## config.mk

```make
export PLATFORM = sky130hd
export DESIGN_NAME = reg_bank_8x16
export DESIGN_NICKNAME = d
export VERILOG_FILES = /design/src/rtl/reg_bank_8x16.sv
export SDC_FILE = /design/constraint.sdc
export NUM_CORES = 1
export LEC_CHECK = 0
export CAP_MARGIN = 20
export CORE_MARGIN = 1
export CORE_UTILIZATION = 35
export CTS_CLUSTER_DIAMETER = 150
export DETAILED_ROUTE_END_ITERATION = 12
export GPL_TIMING_DRIVEN = 0
export PLACE_DENSITY_LB_ADDON = 0.3
export SYNTH_ARGS = -nofsm -noshare
export SYNTH_HDL_FRONTEND = slang
export SYNTH_SLANG_ARGS = --single-unit
export TNS_END_PERCENT = 10
```

## constraint.sdc

```tcl
create_clock -name clk -period 3.2 [get_ports clk]
set_clock_uncertainty 0.1 [all_clocks]
set_input_delay 0.64 -clock clk [delete_from_list [all_inputs] [get_ports clk]]
set_output_delay 0.64 -clock clk [all_outputs]
set_load 0.02 [all_outputs]
```

## src/rtl/reg_bank_8x16.sv

```systemverilog
// rtl/reg_bank_8x16.sv - 8x16 register bank with write port and sequenced clear
module reg_bank_8x16 #(
    parameter int               WIDTH   = 16,
    parameter logic [WIDTH-1:0] CLR_VAL = '0
) (
    input  logic             clk,
    input  logic             rst_n,
    input  logic             we,
    input  logic [2:0]       waddr,
    input  logic [WIDTH-1:0] wdata,
    output logic             wr_ack,
    input  logic             clr_req,
    output logic             busy,
    output logic             clr_done,
    output logic [WIDTH-1:0] Q0,
    output logic [WIDTH-1:0] Q1,
    output logic [WIDTH-1:0] Q2,
    output logic [WIDTH-1:0] Q3,
    output logic [WIDTH-1:0] Q4,
    output logic [WIDTH-1:0] Q5,
    output logic [WIDTH-1:0] Q6,
    output logic [WIDTH-1:0] Q7
);

    typedef enum logic [1:0] {IDLE, CLEAR, DONE} state_t;

    state_t           state, state_next;
    logic [2:0]       idx, idx_next;
    logic             wr_en;
    logic [2:0]       wr_addr;
    logic [WIDTH-1:0] wr_val;
    logic             wr_ack_next;
    logic [WIDTH-1:0] regs [8];

    // The clear walk and the host write share one register write port.
    always_comb begin
        state_next  = state;
        idx_next    = idx;
        wr_en       = 1'b0;
        wr_addr     = waddr;
        wr_val      = wdata;
        wr_ack_next = 1'b0;
        case (state)
            IDLE, DONE: begin
                if (we) begin
                    wr_en       = 1'b1;
                    wr_ack_next = 1'b1;
                end
                state_next = clr_req ? CLEAR : IDLE;
                idx_next   = 3'd0;
            end
            CLEAR: begin
                wr_en    = 1'b1;
                wr_addr  = idx;
                wr_val   = CLR_VAL;
                idx_next = idx + 3'd1;
                if (idx == 3'd7) begin
                    state_next = DONE;
                end
            end
            default: begin
                state_next = IDLE;
                idx_next   = 3'd0;
            end
        endcase
    end

    always_ff @(posedge clk) begin
        if (!rst_n) begin
            state    <= IDLE;
            idx      <= 3'd0;
            wr_ack   <= 1'b0;
            busy     <= 1'b0;
            clr_done <= 1'b0;
        end else begin
            state    <= state_next;
            idx      <= idx_next;
            wr_ack   <= wr_ack_next;
            // Status lags the state by one edge so it lines up with the register updates.
            busy     <= (state == CLEAR);
            clr_done <= (state == DONE);
        end
    end

    always_ff @(posedge clk) begin
        if (!rst_n) begin
            for (int i = 0; i < 8; i++) begin
                regs[i] <= '0;
            end
        end else if (wr_en) begin
            regs[wr_addr] <= wr_val;
        end
    end

    assign Q0 = regs[0];
    assign Q1 = regs[1];
    assign Q2 = regs[2];
    assign Q3 = regs[3];
    assign Q4 = regs[4];
    assign Q5 = regs[5];
    assign Q6 = regs[6];
    assign Q7 = regs[7];

endmodule
```

==> results by group, run 1 <==
Route
  • DR pass1 iterations: 9
  • DRT met1 WL: 6190 µm
  • Top sig layer: met4
  • DRC errors left: 24
  • Met2 wire len: 7270 µm
  • Drt first-iter violations: 487
  • Vias: 3818
  • Routed wl met3: 1210 µm
  • Routed len/inst: 19.3 µm
  • ANT nets after route: 0
  • Via/cell ratio: 4.94
  • Final wirelength: 14900 µm

Worst setup path
  • Crit end category: flip-flop
  • Crit-path max FO: 11
  • CP Launch Point: waddr[1]
  • Slowest CP cell: clkdlybuf4s50_1
  • Crit Path Category: input port to flip-flop
  • Worst Path Required: 3.20 ns
  • Max stage delay on crit path: 0.48 ns
  • Critical-path cell list: clkdlybuf4s50_1 -> nor2_2 -> mux2i_4 -> buf_6 -> o21ai_1 -> buf_4
  • Reg2reg start: state[1]
  • R2R setup slack: 0.71 ns
  • Critical Path Source Type: input port
  • Crit path DAT: 2.72 ns

Global route
  • Overflow after GRT: 0
  • Initial antenna violation count: 0
  • GRT Total Usage: 19.6%
  • Largest net degree at the start of global routing: 17
  • Global-route wire length before repair: 21900 µm
  • Vias in the first global route: 3713

Timing
  • Rel. slew slack: 38.3%
  • Final Cycle Share: 84.7%
  • RSZ-0062 raised after global routing: false
  • Final WS setup: 0.489 ns
  • Max-slew violation count: 0
  • Slew at the pin closest to its max-slew limit: 0.926 ns
  • Achievable Freq: 369 MHz
  • Hold Vio Cnt, Final: 0
  • Final Critical Period: 2.71 ns
  • Final setup viols: 0

Synth
  • Largest family of logic cells by synthesized area: simple AND/OR/NAND/NOR gates
  • Synth Area in XOR/XNOR: 0%
  • Yosys top cell area share: 72.7%
  • Mapped cell area: 5290 µm²
  • Synth Area in Compound Gates: 1.63%
  • Multiplexer share of the synthesized area: 0.426%
  • Syn_nets: 425
  • Yosys top cell by area: edfxtp_1
  • Area contributors post-synth: edfxtp_1 73%, nor2_1 8.2%, nand3_1 5.3%, dfxtp_1 3.0%, buf_2 1.7%
  • Mapped Cells: 400
  • Avg Cell Area, Syn: 13.2 µm²
  • Register bit total from synthesis: 136
  • Synth cell types: 31
  • YS warnings: 0
  • Adder-cell area share of the yosys netlist: 0.473%
  • Post-Synth Simple-Gate Area: 18.7%
  • Seq/Total Area, Yosys: 75.7%

CTS
  • Root buffer cell: clkbuf_16
  • Clock-pin slew on the worst setup and hold paths: 0.06 ns
  • Post CTS Setup Buffer Count: 0
  • Clk sinks: 136
  • Num CTS Buffers: 17
  • Hold Buf Count CTS: 0
  • Clock Latency Late Sink: 0.41 ns
  • CTS tree: done
  • H-tree depth: 4
  • CTS Buffer Depth: 2
  • CTS resizes: 0

Power
  • Peak VDD IR: 330 µV
  • Pwr Total: 4.73 mW
  • Leakage power: 2.72 nW
  • Power per cell area: 612 nW/µm²

Floorplan
  • Starting Density: 36.1%
  • Io pins: 154
  • Die extent in y: 125 µm
  • Die area: 15600 µm²
  • Rows: 44
  • Die Span X: 125 µm
  • Core region area: 14600 µm²

Run status
  • Failing checks: design-rule violations
  • Outcome: finished, violations left

Place
  • Placed cell area: 7090 µm²
  • Final Wtd Congestion: 0.844
  • Dpl cells: 741
  • Setup WS pre-CTS: 0.117 ns
  • Post-DP HPWL: 10300 µm
  • I/O Buffers: 152

Cells and area
  • N_diodes: 0
  • Synth-to-layout area growth: 46.1%
  • Layout cells sized above 1: 11.5%
  • # fillers: 1258
  • NumNets Final: 601
  • Finished Layout Cells: 773
  • Design Area, Final: 7720 µm²

Flow run
  • Max Cap Viol: 0

Min path
  • Hold Path Class: flip-flop to flip-flop
  • Hold Crit Start: idx[0]
## cells in the mapped netlist
cell      instances
edfxtp_1        128
nor2_1          115
nand3_1          56
buf_2            18
nor3_1           15
clkbuf_1          8
dfxtp_1           8
nand2_1           8
o21ai_0           8
and3b_1           4
a21oi_1           3
and2_1            3
and3_1            3
buf_4             3
nor2b_1           3
ha_1              2
and2b_1           1
and4b_1           1
and4bb_2          1
buf_6             1
inv_1             1
mux2i_4           1
nand2b_1          1
nor2_2            1
nor3_2            1
nor3b_1           1
nor3b_2           1
nor4bb_1          1
o21ai_2           1
o21ai_4           1
o22ai_1           1
## cell families after synthesis
group	Yosys count
fa+ha+maj	2
compound gates	14
simple gates	216
mux	1
buf+inv	31
flops	136
## sequential cells by signal, indices dropped and copies added, names as in the netlist
signal and count:
busy 1, clr_done 1, idx 3, regs 128, state 2, wr_ack 1
## placed cells by master (no fill, tap or decap), drive strengths merged, types with 4 or more instances in the layout
cell type	count
nor2	116
clkinv	6
bufinv	4
o21ai	10
nand3	56
edfxtp	128
dfxtp	8
clkdlybuf4s50	152
and3b	4
clkbuf	26
nor3	16
buf	27
nand2	8
## stage by stage
stage / TNS (ns) / utilization [%] / hold WS (ns)
6_report: 0 / 52.7 / 0.389
2_1_floorplan: 0 / - / 0.333
3_5_place_dp: 0 / 48.4 / 0.369
3_3_place_gp: -97.68 / 48.1 / 0.361
4_1_cts: 0 / 52.7 / 0.383
5_1_grt: 0 / 52.7 / 0.395
## power breakdown
part,total (mW),internal (mW),switching [mW]
clock network,2.07,1.31,0.760
logic,0.576,0.225,0.351
registers,2.08,2.05,0.0341
## area by class of cell
cell class              instances  area (µm²)  share of cell area [%]
plain buffers                  30         154                    1.99
multi-input cells             233        1140                    14.7
well taps                     184         230                    2.98
flip-flops and latches        136        4000                    51.9
repair buffers                157        1570                    20.3
inverters                       1        3.75                  0.0486
clock buffers                  18         429                    5.56
clock inverters                14         198                    2.56
## layer usage
metal  vias to the layer above  global-route usage [%]
met5                         -                       0
met4                         0                    6.89
met1                      1836                    25.6
met2                       182                    31.3
li1                       1783                       -
met3                        17                    5.67
## worst paths after layout
kind,endpoint,cells after the start
max,regs[0][14],6
min reg2reg,idx[0],1
min,idx[0],1
max reg2reg,regs[4][14],6
## worst max-delay path: cells and delay by family
family,cells,cell delay [ns]
compound gates,1,0.45
buf+inv,3,0.98
mux,1,0.21
simple gates,1,0.41
No activity file was read; power rests on OpenSTA's default activity.
==> run 2: changes to the inputs <==
==> constraint.sdc (replaced) <==
create_clock -name clk -period 2.5 [get_ports clk]
set_clock_uncertainty 0.1 [all_clocks]
set_input_delay 0.5 -clock clk [delete_from_list [all_inputs] [get_ports clk]]
set_output_delay 0.5 -clock clk [all_outputs]
set_load 0.02 [all_outputs]
==> run 2 against run 1 <==
Net effect: sequential power increased by 28%; register-to-register slack lost 0.57 ns; wire length shrank 0.68%; combinational power is 29% higher; clock power rose by 12%; via count is 0.37% higher; cell count down 0.26%; final area is 0.66% lower; critical path type unchanged; non-clock buffer count is 2 lower; sequential share of layout area increased by 0.35 points; the flow still finishes with violations (design-rule violations); largest power group unchanged; highest routed layer unchanged; flip-flop and latch count unchanged; critical endpoint is now regs[6][8].
==> results by group, run 2 (synthesis gave the netlist of run 1 again) <==
Route
  • Via/cell ratio: 4.97 (+0.63%)
  • Vias: 3832 (+0.37%)
  • Final wirelength: 14800 µm (-0.68%)
  • Routed wl met3: 1140 µm (-6.4%)
  • Top sig layer: met4
  • Met2 wire len: 7060 µm (-2.8%)
  • Drt first-iter violations: 364 (-25%)
  • Routed len/inst: 19.2 µm (-0.42%)
  • ANT nets after route: 0 (unchanged)
  • DRC errors left: 25 (+4.2%)
  • DRT met1 WL: 6170 µm (-0.36%)
  • DR pass1 iterations: 9 (unchanged)

Worst setup path
  • Reg2reg start: state[1]
  • CP Launch Point: waddr[2]
  • Crit end category: flip-flop
  • Critical-path cell list: clkdlybuf4s50_1 -> and2_1 -> buf_2 -> a21oi_1 -> o21ai_2
  • Crit Path Category: input port to flip-flop
  • Crit-path max FO: 16 (+5)
  • Worst Path Required: 2.44 ns (-0.76 ns)
  • Critical Path Source Type: input port
  • Max stage delay on crit path: 0.73 ns (+0.25 ns)
  • Slowest CP cell: o21ai_2
  • Crit path DAT: 2.30 ns (-0.42 ns)
  • CP top delay family: compound AO/OA/AOI/OAI gates
  • Buf+Inv Stages, Crit Path: 2 (-1)

CTS
  • H-tree depth: 4 (unchanged)
  • Clock Latency Late Sink: 0.42 ns (about the same)
  • CTS tree: done
  • Clk sinks: 136 (unchanged)
  • Post CTS Setup Buffer Count: 0 (unchanged)
  • Root buffer cell: clkbuf_16
  • Hold Buf Count CTS: 0 (unchanged)
  • Clock-pin slew on the worst setup and hold paths: 0.06 ns (about the same)
  • CTS Buffer Depth: 2 (unchanged)
  • Num CTS Buffers: 17 (unchanged)

Cells and area
  • Most frequent cells in the layout: 152 x clkdlybuf4s50_1, 128 x edfxtp_1, 115 x nor2_1, 56 x nand3_1
  • Commonest non-fill, non-tap cell in the layout: clkdlybuf4s50_1
  • Synth-to-layout area growth: 45.1%
  • Finished Layout Cells: 771 (-0.26%)
  • NumNets Final: 599 (-0.33%)
  • N_diodes: 0 (unchanged)
  • Layout cells sized above 1: 11.6% (+0.039 points)
  • Reg with most FFs: regs
  • Flip-flop count of the largest register after layout: 128 (unchanged)
  • Biggest regs: regs: 128 flops, idx: 3 flops, state: 2 flops

Place
  • Post-DP HPWL: 10200 µm (-0.47%)
  • Final Wtd Congestion: 0.828 (-1.9%)
  • I/O Buffers: 152 (unchanged)
  • Dpl cells: 739 (-0.27%)

Floorplan
  • Die area: 15600 µm² (unchanged)
  • Core region area: 14600 µm² (unchanged)
  • Die extent in y: 125 µm (unchanged)
  • Starting Density: 36.1% (unchanged)
  • Rows: 44 (unchanged)
  • Io pins: 154 (unchanged)
  • Die Span X: 125 µm (unchanged)

Timing
  • Hold Vio Cnt, Final: 0 (unchanged)
  • Final Critical Period: 2.36 ns
  • Final Cycle Share: 94.6%
  • Max-slew violation count: 0 (unchanged)
  • RSZ-0062 raised after global routing: true
  • Rel. slew slack: 38.5% (+0.25 points)
  • Slew at the pin closest to its max-slew limit: 0.922 ns (-0.00365 ns)
  • Final setup viols: 0 (unchanged)
  • Achievable Freq: 423 MHz

Power
  • Pwr Total: 5.71 mW (+21%)
  • Peak VDD IR: 360 µV (+9.2%)
  • Leakage power: 2.69 nW (-1.0%)
  • Power per cell area: 745 nW/µm² (+22%)

Global route
  • Global-route wire length before repair: 22100 µm (+0.66%)
  • GRT Total Usage: 19.7% (+0.11 points)
  • Initial antenna violation count: 0 (unchanged)
  • Largest net degree at the start of global routing: 17 (unchanged)
  • Vias in the first global route: 3771 (+1.6%)
  • Overflow after GRT: 0 (unchanged)

Flow run
  • Max Cap Viol: 0 (unchanged)

Min path
  • Hold Path Class: flip-flop to flip-flop
  • Hold Crit Start: idx[0]

Run status
  • Failing checks: design-rule violations
  • Outcome: finished, violations left
-- run 2: final timing paths --
| path | end | slack [ns] | cells past startpoint |
|---|---|---|---|
| setup reg to reg | regs[6][8] | 0.14 | 5 |
| hold reg to reg | idx[0] | 0.39 | 1 |
| setup / recovery | regs[6][8] | 0.14 | 5 |
| hold / removal | idx[0] | 0.39 | 1 |
-- run 2: stage by stage --
step                      hold WS (ns)  util (%)  instance area, µm²  setup TNS [ns]  setup WS (ns)
final                            0.389      52.4                7670               0          0.136
after global placement           0.362      48.1                7040         -161.17          -1.38
after floorplan                  0.333         -                5290          -11.00         -0.178
after global routing             0.398      52.4                7670          -0.574        -0.0354
after CTS                        0.386      52.2                7640               0          0.111
after detailed placement         0.373      48.4                7080          -32.92         -0.532
-- run 2: cell type report --
cell class	instances	area [µm²]
fill	1276	6970
sequential	136	4000
timing repair buffer	155	1550
multi-input combinational	233	1180
clock buffer	25	507
tap	184	230
buffer	30	154
clock inverter	7	41.3
inverter	1	3.75
-- run 2: layer usage --
layer,vias up,GRT usage (%)
met5,-,0
met4,0,10.3
met3,24,4.98
met2,172,30.5
met1,1861,25.7
li1,1775,-
-- run 2: repair_timing --
action | CTS | global route
hold endpoints to repair | 0 | 0
setup endpoints to repair | 16 | 87
resized for setup | 2 | 5
pin swaps | 0 | 0
-- run 2: power by group --
group / internal, mW / switching, mW
combinational: 0.288 / 0.456
clock: 1.40 / 0.907
sequential: 2.62 / 0.0411
==> patch, RTL diff (settings of run 1) <==
The 3 states of `state_t` get a one-hot encoding in 3 bits.
--- a/src/rtl/reg_bank_8x16.sv
+++ b/src/rtl/reg_bank_8x16.sv
@@ -24,3 +24,3 @@
 
-    typedef enum logic [1:0] {IDLE, CLEAR, DONE} state_t;
+    typedef enum logic [2:0] {IDLE = 3'b001, CLEAR = 3'b010, DONE = 3'b100} state_t;
 
Check against the original RTL: no difference found for any inputs over 10 cycles, from zero or initial values and one cycle with rst_n low; not proved beyond that.
==> patch against run 1 <==
  * Wire length rose by 1.8%
  * Final area rose by 1.6%
  * Area after synthesis rose by 2.0%
  * Sequential cell count rose by 1
  * Total power fell by 3.2%
  * Critical path depth fell by 1
  * Highest routed layer unchanged
  * Critical endpoint is now regs[2][4]$_SDFFCE_PN0P_
  * Setup slack got worse by 0.088 ns
==> patch: results (changes against run 1) <==
run_status:
  status: "complete, no violations"
drt:
  drt-met1-wl_um: 6530  # +5.5%
  vias: 3999  # +4.7%
  routed_wl_um: 15200  # +1.8%
  dr_wl_met3_um: 1100  # -9.3%
  wl_met2_um: 7220  # -0.65%
  drt_iter0_markers: 377  # -23%
  dr.pass1.iters: 4  # -5
logic_synthesis:
  ys_top_cells_by_area: "edfxtp_1 (71%), nor3_1 (12%), dfxtp_1 (3.3%)"
  avgSynthCellArea_um2: 14.2  # +7.7%
  synth.distinct_cells: 34  # +9.7%
  syn_nets: 404  # -4.9%
  synthArstFlopShare: 0  # unchanged
power:
  power_leakage_nw: 2.63  # -3.0%
  peakVddDrop_uv: 324  # -2.0%
  powerDensity_mw_per_mm2: 583  # -4.8%
  netSwitchingFraction: 0.244  # +0.00194
sta:
  hold_slack_ns: 0.377  # -0.0117 ns
  max_freq_ghz: 0.357  # -3.1%
layout:
  reg.largest.list: "regs: 128 flops, idx: 3 flops, state: 3 flops"
  fillers: 1272  # +1.1%
  buffer_area_frac: 0.222  # -0.00120
  multi_input_area_mm2: 0.00124  # +9.1%
  regArea_mm2: 0.00402  # +0.50%
  drive_above_1_share: 0.132  # +0.0166
  inverters_excl_clock: 2  # +1
  num-multi-input-gates: 206  # -12%
  clock_area_frac: 0.0767  # -0.00450
  buffers_excl_clock: 191  # +2.1%
  design.seq.count: 137  # +0.74%
worst_setup_path:
  cp.arrival_ns: 2.73  # about the same
  path_max_fanout: 16  # +5
  reg2reg_slack_ns: 0.40  # -0.31 ns
  worst_path_max_delay_cell: "o31ai_4"
  cp_top_family: "compound AO/OA/AOI/OAI gates"
  setup.worst_path.class: "flip-flop to flip-flop"
grt:
  grt_usage: 0.195  # -0.00173
  grt_pass1_vias: 3889  # +4.7%
  met3_usage: 0.0382  # -0.0185
placement:
  place_hpwl_um: 11100  # +8.0%
  numPortBuffers: 153  # +0.66%
  gp_congestion: 0.870  # +3.1%
  place_area_mm2: 0.00725  # +2.1%
  pre_cts_slack_ns: -0.0102  # -0.128 ns
min_path:
  hold_depth: 1  # unchanged
clock_network:
  htree_levels: 4  # unchanged
-- patch: cell count changes in the layout (fill, tap and decap cells not counted), moves of 5 or more --
cell,before,now
nor2_1,115,2
nor3_1,15,128
nand3_1,56,2
nand2b_1,1,16
nand2_1,8,20
buf_1,0,7
clkbuf_1,9,3
o21ai_1,5,0
-- patch: cell families after synthesis --
kind of cell    Yosys count  synth area share
simple gates            185             0.183
flops                   137             0.746
buf+inv                  36            0.0343
compound gates           15            0.0234
mux                       4           0.00858
fa+ha+maj                 2           0.00464
-- patch: metrics by stage --
stage	total power [mW]	cells
2_1_floorplan	2.35	379
3_3_place_gp	2.60	720
3_5_place_dp	2.62	724
4_1_cts	4.59	756
5_1_grt	4.69	756
6_report	4.58	756
-- patch: power by group through the flow --
stage                     Clock [mW]  Sequential [mW]  Combinational [mW]
after floorplan                    0             2.20               0.151
after global placement             0             2.11               0.496
after detailed placement           0             2.11               0.515
after CTS                       2.01             2.07               0.517
after global routing            2.08             2.07               0.544
final                           1.99             2.07               0.516
